`src/rtl/serial_add_sched.sv`:
```
// serial_add_sched: round-robin scheduler for one shared bit-serial adder.
// Two requesters compete. The winner's operands are added LSB-first over W
// cycles, then the result is returned with a one-cycle done pulse.
// Optional build macro SERIAL_SCHED_SUB_EN adds per-requester subtract select
// inputs sub0/sub1.
module serial_add_sched #(
    parameter int W = 4
) (
    input  logic         clk,
    input  logic         rst,
    input  logic         req0,
    input  logic [W-1:0] x0,
    input  logic [W-1:0] y0,
    input  logic         req1,
    input  logic [W-1:0] x1,
    input  logic [W-1:0] y1,
`ifdef SERIAL_SCHED_SUB_EN
    input  logic         sub0,
    input  logic         sub1,
`endif
    output logic         ack0,
    output logic         ack1,
    output logic         busy,
    output logic [W-1:0] z,
    output logic         cout,
    output logic         done,
    output logic         done_id
);

    localparam int CW = $clog2(W) + 1;

    typedef enum logic [1:0] {S_IDLE, S_RUN, S_DONE} state_t;

    state_t         state_q, state_d;
    logic [W-1:0]   x_sh_q, x_sh_d;
    logic [W-1:0]   y_sh_q, y_sh_d;
    logic [W-1:0]   z_sh_q, z_sh_d;
    logic           carry_q, carry_d;
    logic [CW-1:0]  cnt_q, cnt_d;
    logic           owner_q, owner_d;
    logic           last_q, last_d;
    logic           ack0_q, ack0_d;
    logic           ack1_q, ack1_d;
    logic [W-1:0]   z_q, z_d;
    logic           cout_q, cout_d;
    logic           done_q, done_d;
    logic           done_id_q, done_id_d;

    logic           sel;
    logic           sub_sel;
    logic [1:0]     bit_sum;

    // Register all state; reset aborts any operation in flight
    always_ff @(posedge clk) begin
        if (rst) begin
            state_q   <= S_IDLE;
            x_sh_q    <= '0;
            y_sh_q    <= '0;
            z_sh_q    <= '0;
            carry_q   <= 1'b0;
            cnt_q     <= '0;
            owner_q   <= 1'b0;
            last_q    <= 1'b1;
            ack0_q    <= 1'b0;
            ack1_q    <= 1'b0;
            z_q       <= '0;
            cout_q    <= 1'b0;
            done_q    <= 1'b0;
            done_id_q <= 1'b0;
        end else begin
            state_q   <= state_d;
            x_sh_q    <= x_sh_d;
            y_sh_q    <= y_sh_d;
            z_sh_q    <= z_sh_d;
            carry_q   <= carry_d;
            cnt_q     <= cnt_d;
            owner_q   <= owner_d;
            last_q    <= last_d;
            ack0_q    <= ack0_d;
            ack1_q    <= ack1_d;
            z_q       <= z_d;
            cout_q    <= cout_d;
            done_q    <= done_d;
            done_id_q <= done_id_d;
        end
    end

    // Arbitration, operand capture, serial add step and sequencing
    always_comb begin
        state_d   = state_q;
        x_sh_d    = x_sh_q;
        y_sh_d    = y_sh_q;
        z_sh_d    = z_sh_q;
        carry_d   = carry_q;
        cnt_d     = cnt_q;
        owner_d   = owner_q;
        last_d    = last_q;
        ack0_d    = 1'b0;
        ack1_d    = 1'b0;
        z_d       = z_q;
        cout_d    = cout_q;
        done_d    = 1'b0;
        done_id_d = done_id_q;

        // With both requesting, the one not served last wins
        sel = (req0 && req1) ? ~last_q : req1;
`ifdef SERIAL_SCHED_SUB_EN
        sub_sel = sel ? sub1 : sub0;
`else
        sub_sel = 1'b0;
`endif
        bit_sum = {1'b0, x_sh_q[0]} + {1'b0, y_sh_q[0]} + {1'b0, carry_q};

        case (state_q)
            S_IDLE: begin
                if (req0 || req1) begin
                    // Subtraction is x + ~y + 1: invert y, seed carry with 1
                    x_sh_d  = sel ? x1 : x0;
                    y_sh_d  = (sel ? y1 : y0) ^ {W{sub_sel}};
                    carry_d = sub_sel;
                    cnt_d   = '0;
                    owner_d = sel;
                    last_d  = sel;
                    ack0_d  = ~sel;
                    ack1_d  = sel;
                    state_d = S_RUN;
                end
            end
            S_RUN: begin
                carry_d = bit_sum[1];
                z_sh_d  = {bit_sum[0], z_sh_q[W-1:1]};
                x_sh_d  = x_sh_q >> 1;
                y_sh_d  = y_sh_q >> 1;
                cnt_d   = cnt_q + 1'b1;
                if (cnt_q == CW'(W - 1)) begin
                    z_d       = {bit_sum[0], z_sh_q[W-1:1]};
                    cout_d    = bit_sum[1];
                    done_id_d = owner_q;
                    done_d    = 1'b1;
                    state_d   = S_DONE;
                end
            end
            S_DONE: begin
                state_d = S_IDLE;
            end
            default: begin
                state_d = S_IDLE;
            end
        endcase
    end

    assign ack0    = ack0_q;
    assign ack1    = ack1_q;
    assign busy    = (state_q != S_IDLE);
    assign z       = z_q;
    assign cout    = cout_q;
    assign done    = done_q;
    assign done_id = done_id_q;

endmodule

```
`config.mk`:
```
export PLATFORM = sky130hd
export DESIGN_NAME = serial_add_sched
export DESIGN_NICKNAME = d
export VERILOG_FILES = /design/src/rtl/serial_add_sched.sv
export SDC_FILE = /design/constraint.sdc
export NUM_CORES = 1
export LEC_CHECK = 0
export BUFFER_PORTS_ARGS = -buffer_cell sky130_fd_sc_hd__buf_4
export CORE_MARGIN = 2
export CORE_UTILIZATION = 52
export DETAILED_ROUTE_END_ITERATION = 10
export PLACE_DENSITY = 0.9
export SYNTH_ARGS = -nofsm -noshare
export SYNTH_HDL_FRONTEND = slang
export SYNTH_SLANG_ARGS = --single-unit
export TNS_END_PERCENT = 100
```
`constraint.sdc`:
```
create_clock -name clk -period 1.8 [get_ports clk]
set_input_delay 0 -clock clk [delete_from_list [all_inputs] [get_ports clk]]
set_output_delay 0 -clock clk [all_outputs]
set_load 0.02 [all_outputs]
```
==> results.txt, run 1 <==
Pwr Total = 1.29 mW
Final nets = 204
CP Buf/Inv Count = 1
Status = finished, final reports clean
Leak pwr = 0.696 nW
Ys Warns = 0
Share of cells above drive strength 1 = 21.1%
Largest stage delay on the critical path = 0.56 ns
Skew final = 0.0138 ns
H-tree level count = 1
Routed WL per cell = 14.5 µm
Largest net degree at the start of global routing = 28
Final setup violation count = 0
CP startpoint = last_q
FF+latch count, synth = 28
CP required = 2.03 ns
DR vias = 1179
Area growth from synthesis to layout = 34.3%
Post-DP Area = 0.00148 mm²
Skew-Pair Late Insertion Delay = 0.33 ns
PostCTS Resize Cnt = 0
Worst hold start = req0
Fin area = 0.00169 mm²
RSZ-0062 raised after global routing = false
Row count = 17
Dominant cells by area after synthesis = dfxtp_1 45%, mux2i_1 6.4%, a21oi_1 5.6%, nand2_1 4.8%, and3b_1 4.2%
Average footprint of a synthesized cell = 9.05 µm²
Ant. Diodes = 0
Max-cap viol count = 0
WP data arrival = 1.90 ns
Placer Congestion = 0.789
F_max = 597 MHz
Post-CTS setup buffers = 0
Worst-path fanout max = 3
IO Count = 30
Post-Layout Cell Count = 208
Total Routing Usage GR = 24.5%
Most frequent cells in the layout = 31 x buf_4, 28 x dfxtp_1, 16 x nand2_1, 16 x dlygate4sd3_1, 14 x a21oi_1
Sink Count = 28
Post-Place Cells = 188
Syn Nets = 162
TritonCTS clock tree = yes
Crit-path cells = a21boi_1, mux2i_1, dlygate4sd3_1, o22ai_1
Worst Slack Setup Final = 0.126 ns
Setup TNS = 0 ns
Crit end category = flip-flop
Relative slew margins = 68.3%
Share of the synthesized area in the top cell type = 44.6%
Worst path slowest cell = dlygate4sd3_1
Startpoint types = flip-flop
Chip height = 53.2 µm
Worst Tran Pin Value = 0.473 ns
Port Buffers = 29
PD cells = 764 mW/mm²
Initial DRC count = 18
Die area = 0.00283 mm²
Min Clock Period, post-route = 1.67 ns
DRT Wirelength = 3.01 mm
Synthesized cell area = 0.00126 mm²
Max Root-Sink Buffers = 2
Post-CTS Hold Buffers = 16
CP delay by family, top = buffers and inverters
Most common cell after layout, fill and taps aside = buf_4
Vias per cell = 5.67
Syn Inst Count = 139
Worst-path clk slew = 0.16 ns
Die width = 53.2 µm
Antenna-violating nets left = 0
CTS Buf Count = 3
Pre-CTS setup slack = 0.270 ns
Tcrit/Tclk final = 93.0%
Netlist cell types = 31
WS Path Type = flip-flop to flip-flop
CTS root buffer = clkbuf_4
Seq/Total Area, Yosys = 44.6%
Router iterations before antenna repair = 4
Max-slew violations = 0
First-pass GRT wire length = 5.02 mm
Initial antenna violation count = 0
# DRC = 0
Hold Path Class = input pin to flip-flop
Synth area leader = dfxtp_1
Core box area = 0.00225 mm²
GRT overflow = 0
DP Wirelength = 2.01 mm
Number of global-route vias before repair = 1174
Initial Util = 55.8%
Hold Vio Cnt, Final = 0
Reg2reg start = last_q
Peak VDD IR = 0.000761 V
[path summary, 6_finish.rpt]
check / slack [ns] / cells past startpoint / to
hold / removal: 0.009 / 3 / last_q
setup / recovery: 0.13 / 4 / y_sh_q[1]
hold reg to reg: 0.47 / 2 / cout
setup reg to reg: 0.13 / 4 / y_sh_q[1]
[power by group]
group          leakage, nW  switching (mW)  internal, mW
Clock               0.0279           0.189         0.225
Sequential           0.228          0.0265         0.650
Combinational        0.440          0.0974         0.103
Total                0.696           0.313         0.979
[area by class of cell]
class / instances / area [µm²]
Fill cell: 158 / 566
Tap cell: 28 / 35.0
Clock inverter: 1 / 30.0
Timing Repair Buffer: 47 / 393
Clock buffer: 3 / 22.5
Sequential cell: 28 / 561
Inverter: 4 / 15.0
Multi-Input combinational cell: 97 / 633
[state kept, by name, summed over array words and instances, names as in the netlist]
name and cells:
carry_q 1, state_q 2, cout 1, last_q 1, done 1, ack0 1, y_sh_q 4, ack1 1
z 4, owner_q 1, done_id 1, cnt_q 3, z_sh_q 3, x_sh_q 4
[worst min-delay path: cells and delay by family]
| family | cells | cell delay, ns |
|---|---|---|
| AO/OA/AOI/OAI | 1 | 0.13 |
| AND/OR/NAND/NOR | 1 | 0.06 |
| buffers and inverters | 1 | 0.13 |
[logic make-up (layout without fill, tap and decap cells)]
kind of cell             Yosys count  count (layout)  share of synthesized area (%)
AND/OR/NAND/NOR                   50              50                           22.0
multiplexers                       8               8                           6.37
flip-flops                        28              28                           44.6
buffers and inverters             14              55                           5.07
AO/OA/AOI/OAI                     36              36                           18.4
adder cells (fa/ha/maj)            3               3                           3.58
[Yosys cell counts (all sizes together)]
cell type / instances
a221o: 1
a21boi: 1
nand2b: 3
inv: 4
fa: 1
clkbuf: 6
or3: 1
o21ai: 1
o211ai: 4
and3b: 6
a211oi: 6
o32ai: 2
nand3: 6
buf: 4
nor2: 7
ha: 2
nand3b: 1
and2: 6
dfxtp: 28
o22a: 1
nand2: 16
nor2b: 2
nor3: 1
o22ai: 6
and2b: 1
a21oi: 14
mux2i: 8
[metrics by stage]
| stage | hold slack, ns | util [%] |
|---|---|---|
| 6_report | 0.00943 | 74.9 |
| 5_1_grt | 0.00348 | 74.9 |
| 4_1_cts | 0.0104 | 74.9 |
| 3_5_place_dp | 0.279 | 65.5 |
| 3_3_place_gp | 0.258 | 65.5 |
| 2_1_floorplan | 0.170 | - |
[metal layers]
layer / global-route usage (%) / wire length, µm / vias to the layer above
li1: - / - / 574
met1: 28.8 / 1300 / 563
met2: 40.4 / 1500 / 30
met3: 6.50 / 120 / 12
met4: 13.2 / 92 / 0
met5: 0 / 0 / -
Note: power is estimated with default switching activity, not from simulation.
==> run 2, diff against run 1 <==
CORE_UTILIZATION = 47   (was 52)
PLACE_DENSITY = 0.86   (was 0.9)
clock period = 1.5 ns   (was 1.8 ns; I/O delays follow)
==> run 2 against run 1 <==
- count of clock-buffer cells in the layout unchanged
- maximum frequency grew 17%
- die area is 9.8% higher
- setup slack got worse by 0.053 ns
- utilization down 5.0 points
- final area increased by 3.5%
- routed wire length rose by 12%
- via count is 2.6% higher
- clock skew down 0.0059 ns
- critical path depth stayed put
- critical path type unchanged
- critical endpoint is now x_sh_q[0]
==> results.txt, run 2 (synthesized netlist as in run 1, its figures left out) <==
Worst Tran Pin Value = 0.378 ns
Int Pwr = 1.19 mW
Relative slew margins = 74.7%
Peak VDD IR = 0.000683 V
Fin area = 0.00175 mm²
Vias per cell = 5.63
Setup TNS = 0 ns
Chip height = 55.7 µm
Initial Util = 50.3%
Most common cell after layout, fill and taps aside = buf_4
Reg-to-Reg End = x_sh_q[0]
TritonCTS clock tree = yes
Pre-CTS setup slack = 0.0940 ns
Pwr Total = 1.58 mW
IO Count = 30
DP Wirelength = 1.91 mm
Antenna-violating nets left = 0
H-tree level count = 1
Skew-Pair Late Insertion Delay = 0.34 ns
Fillers = 187
Initial antenna violation count = 0
Port Buffers = 29
NetSw = 0.393 mW
Post-DP Area = 0.00150 mm²
Global route hottest layer = met2
# DRC = 0
Leak pwr = 0.722 nW
Flop2flop setup slack = 0.07 ns
Most frequent cells in the layout = 34 x buf_4, 27 x dfxtp_1, 18 x dlygate4sd3_1
Die width = 55.7 µm
R2R depth = 4
CP required = 1.71 ns
Final setup violation count = 0
Largest net degree at the start of global routing = 28
GRT met3 Usage = 3.49%
WS Path Type = flip-flop to flip-flop
GR Util met1 = 26.9%
Hold Vio Cnt, Final = 0
Routed WL per cell = 15.7 µm
DR vias = 1210
Setup crit end = x_sh_q[0]
Number of global-route vias before repair = 1202
Die area = 0.00311 mm²
DRT Wirelength = 3.38 mm
First-pass GRT wire length = 5.69 mm
Worst Slack Setup Final = 0.0731 ns
CTS root buffer = clkbuf_4
Max-cap viol count = 0
Area growth from synthesis to layout = 39.0%
Max-slew violations = 0
GRT overflow = 0
Sequential share of power = 51.6%
Met2 Track Usage GR = 40.6%
Worst-path fanout max = 16
Core box area = 0.00250 mm²
Row count = 18
Gate power share = 16.5%
Total Routing Usage GR = 23.1%
Ant. Diodes = 0
Final nets = 209
Initial DRC count = 33
Share of cells above drive strength 1 = 23.8%
F_max = 701 MHz
Min Clock Period, post-route = 1.43 ns
WP data arrival = 1.64 ns
Hold Path Class = input pin to flip-flop
Switching power share of the total = 24.9%
Startpoint types = flip-flop
Placer Congestion = 0.790
Skew final = 0.00791 ns
Crit end category = flip-flop
PD cells = 904 mW/mm²
Post-CTS setup buffers = 0
RSZ-0062 raised after global routing = false
CP startpoint = state_q[1]
Max Root-Sink Buffers = 2
Reg2reg start = state_q[1]
Sink Count = 28
Worst-path clk slew = 0.16 ns
Clock Power Share = 31.9%
Tcrit/Tclk final = 95.1%
Status = finished, final reports clean
CTS Buf Count = 3
Final hold slack = 0.0928 ns
Router iterations before antenna repair = 4
[run 2: metal layers]
| metal | share of wire (%) | up-vias |
|---|---|---|
| met5 | 0 | - |
| met4 | 3.8 | 0 |
| met3 | 3.6 | 13 |
| met2 | 52 | 33 |
| met1 | 41 | 579 |
| li1 | - | 585 |
[run 2: repair_timing]
item                                   4_1_cts  5_1_grt
endpoints found under the hold margin        9        1
resized for setup                            0        4
hold buffers                                17        1
setup endpoints to repair                    0       15
[run 2: metrics by stage]
step / instances / utilization (%)
CTS: 214 / 69.0
global placement: 193 / 60.1
detailed placement: 193 / 60.1
global route: 215 / 69.9
finish: 215 / 69.9
floorplan: 139 / -
[run 2: worst max-delay path, cell delays in order (launching register included)]
cell and delay, ns:
dfxtp_1 0.40, buf_4 0.19, and3b_1 0.20, a211oi_1 0.32, o22ai_1 0.18
[run 2: area by class of cell]
class	instances	area, µm²	share of cell area, %
clock buffer	3	22.5	1.29
sequential	28	562	32.1
tap	30	37.5	2.15
clock inverter	1	30.0	1.72
multi-input combinational	97	646	36.9
timing repair buffer	52	435	24.9
inverter	4	15.0	0.859
[run 2: how the worst min path moves through the flow]
stage,startpoint,end,cells past startpoint
6_report,req1,last_q,3
5_1_grt,req1,y_sh_q[3],4
4_1_cts,rst,state_q[0],2
3_5_place_dp,x0[3],x_sh_q[3],3
3_3_place_gp,y0[3],y_sh_q[3],3
2_1_floorplan,x0[3],x_sh_q[3],2
[run 2: power by group through the flow]
stage	combinational, mW	clock (mW)	sequential, mW
6_report	0.260	0.504	0.816
5_1_grt	0.282	0.532	0.821
4_1_cts	0.242	0.498	0.811
3_5_place_dp	0.206	0	0.826
3_3_place_gp	0.196	0	0.824
2_1_floorplan	0.134	0	0.819
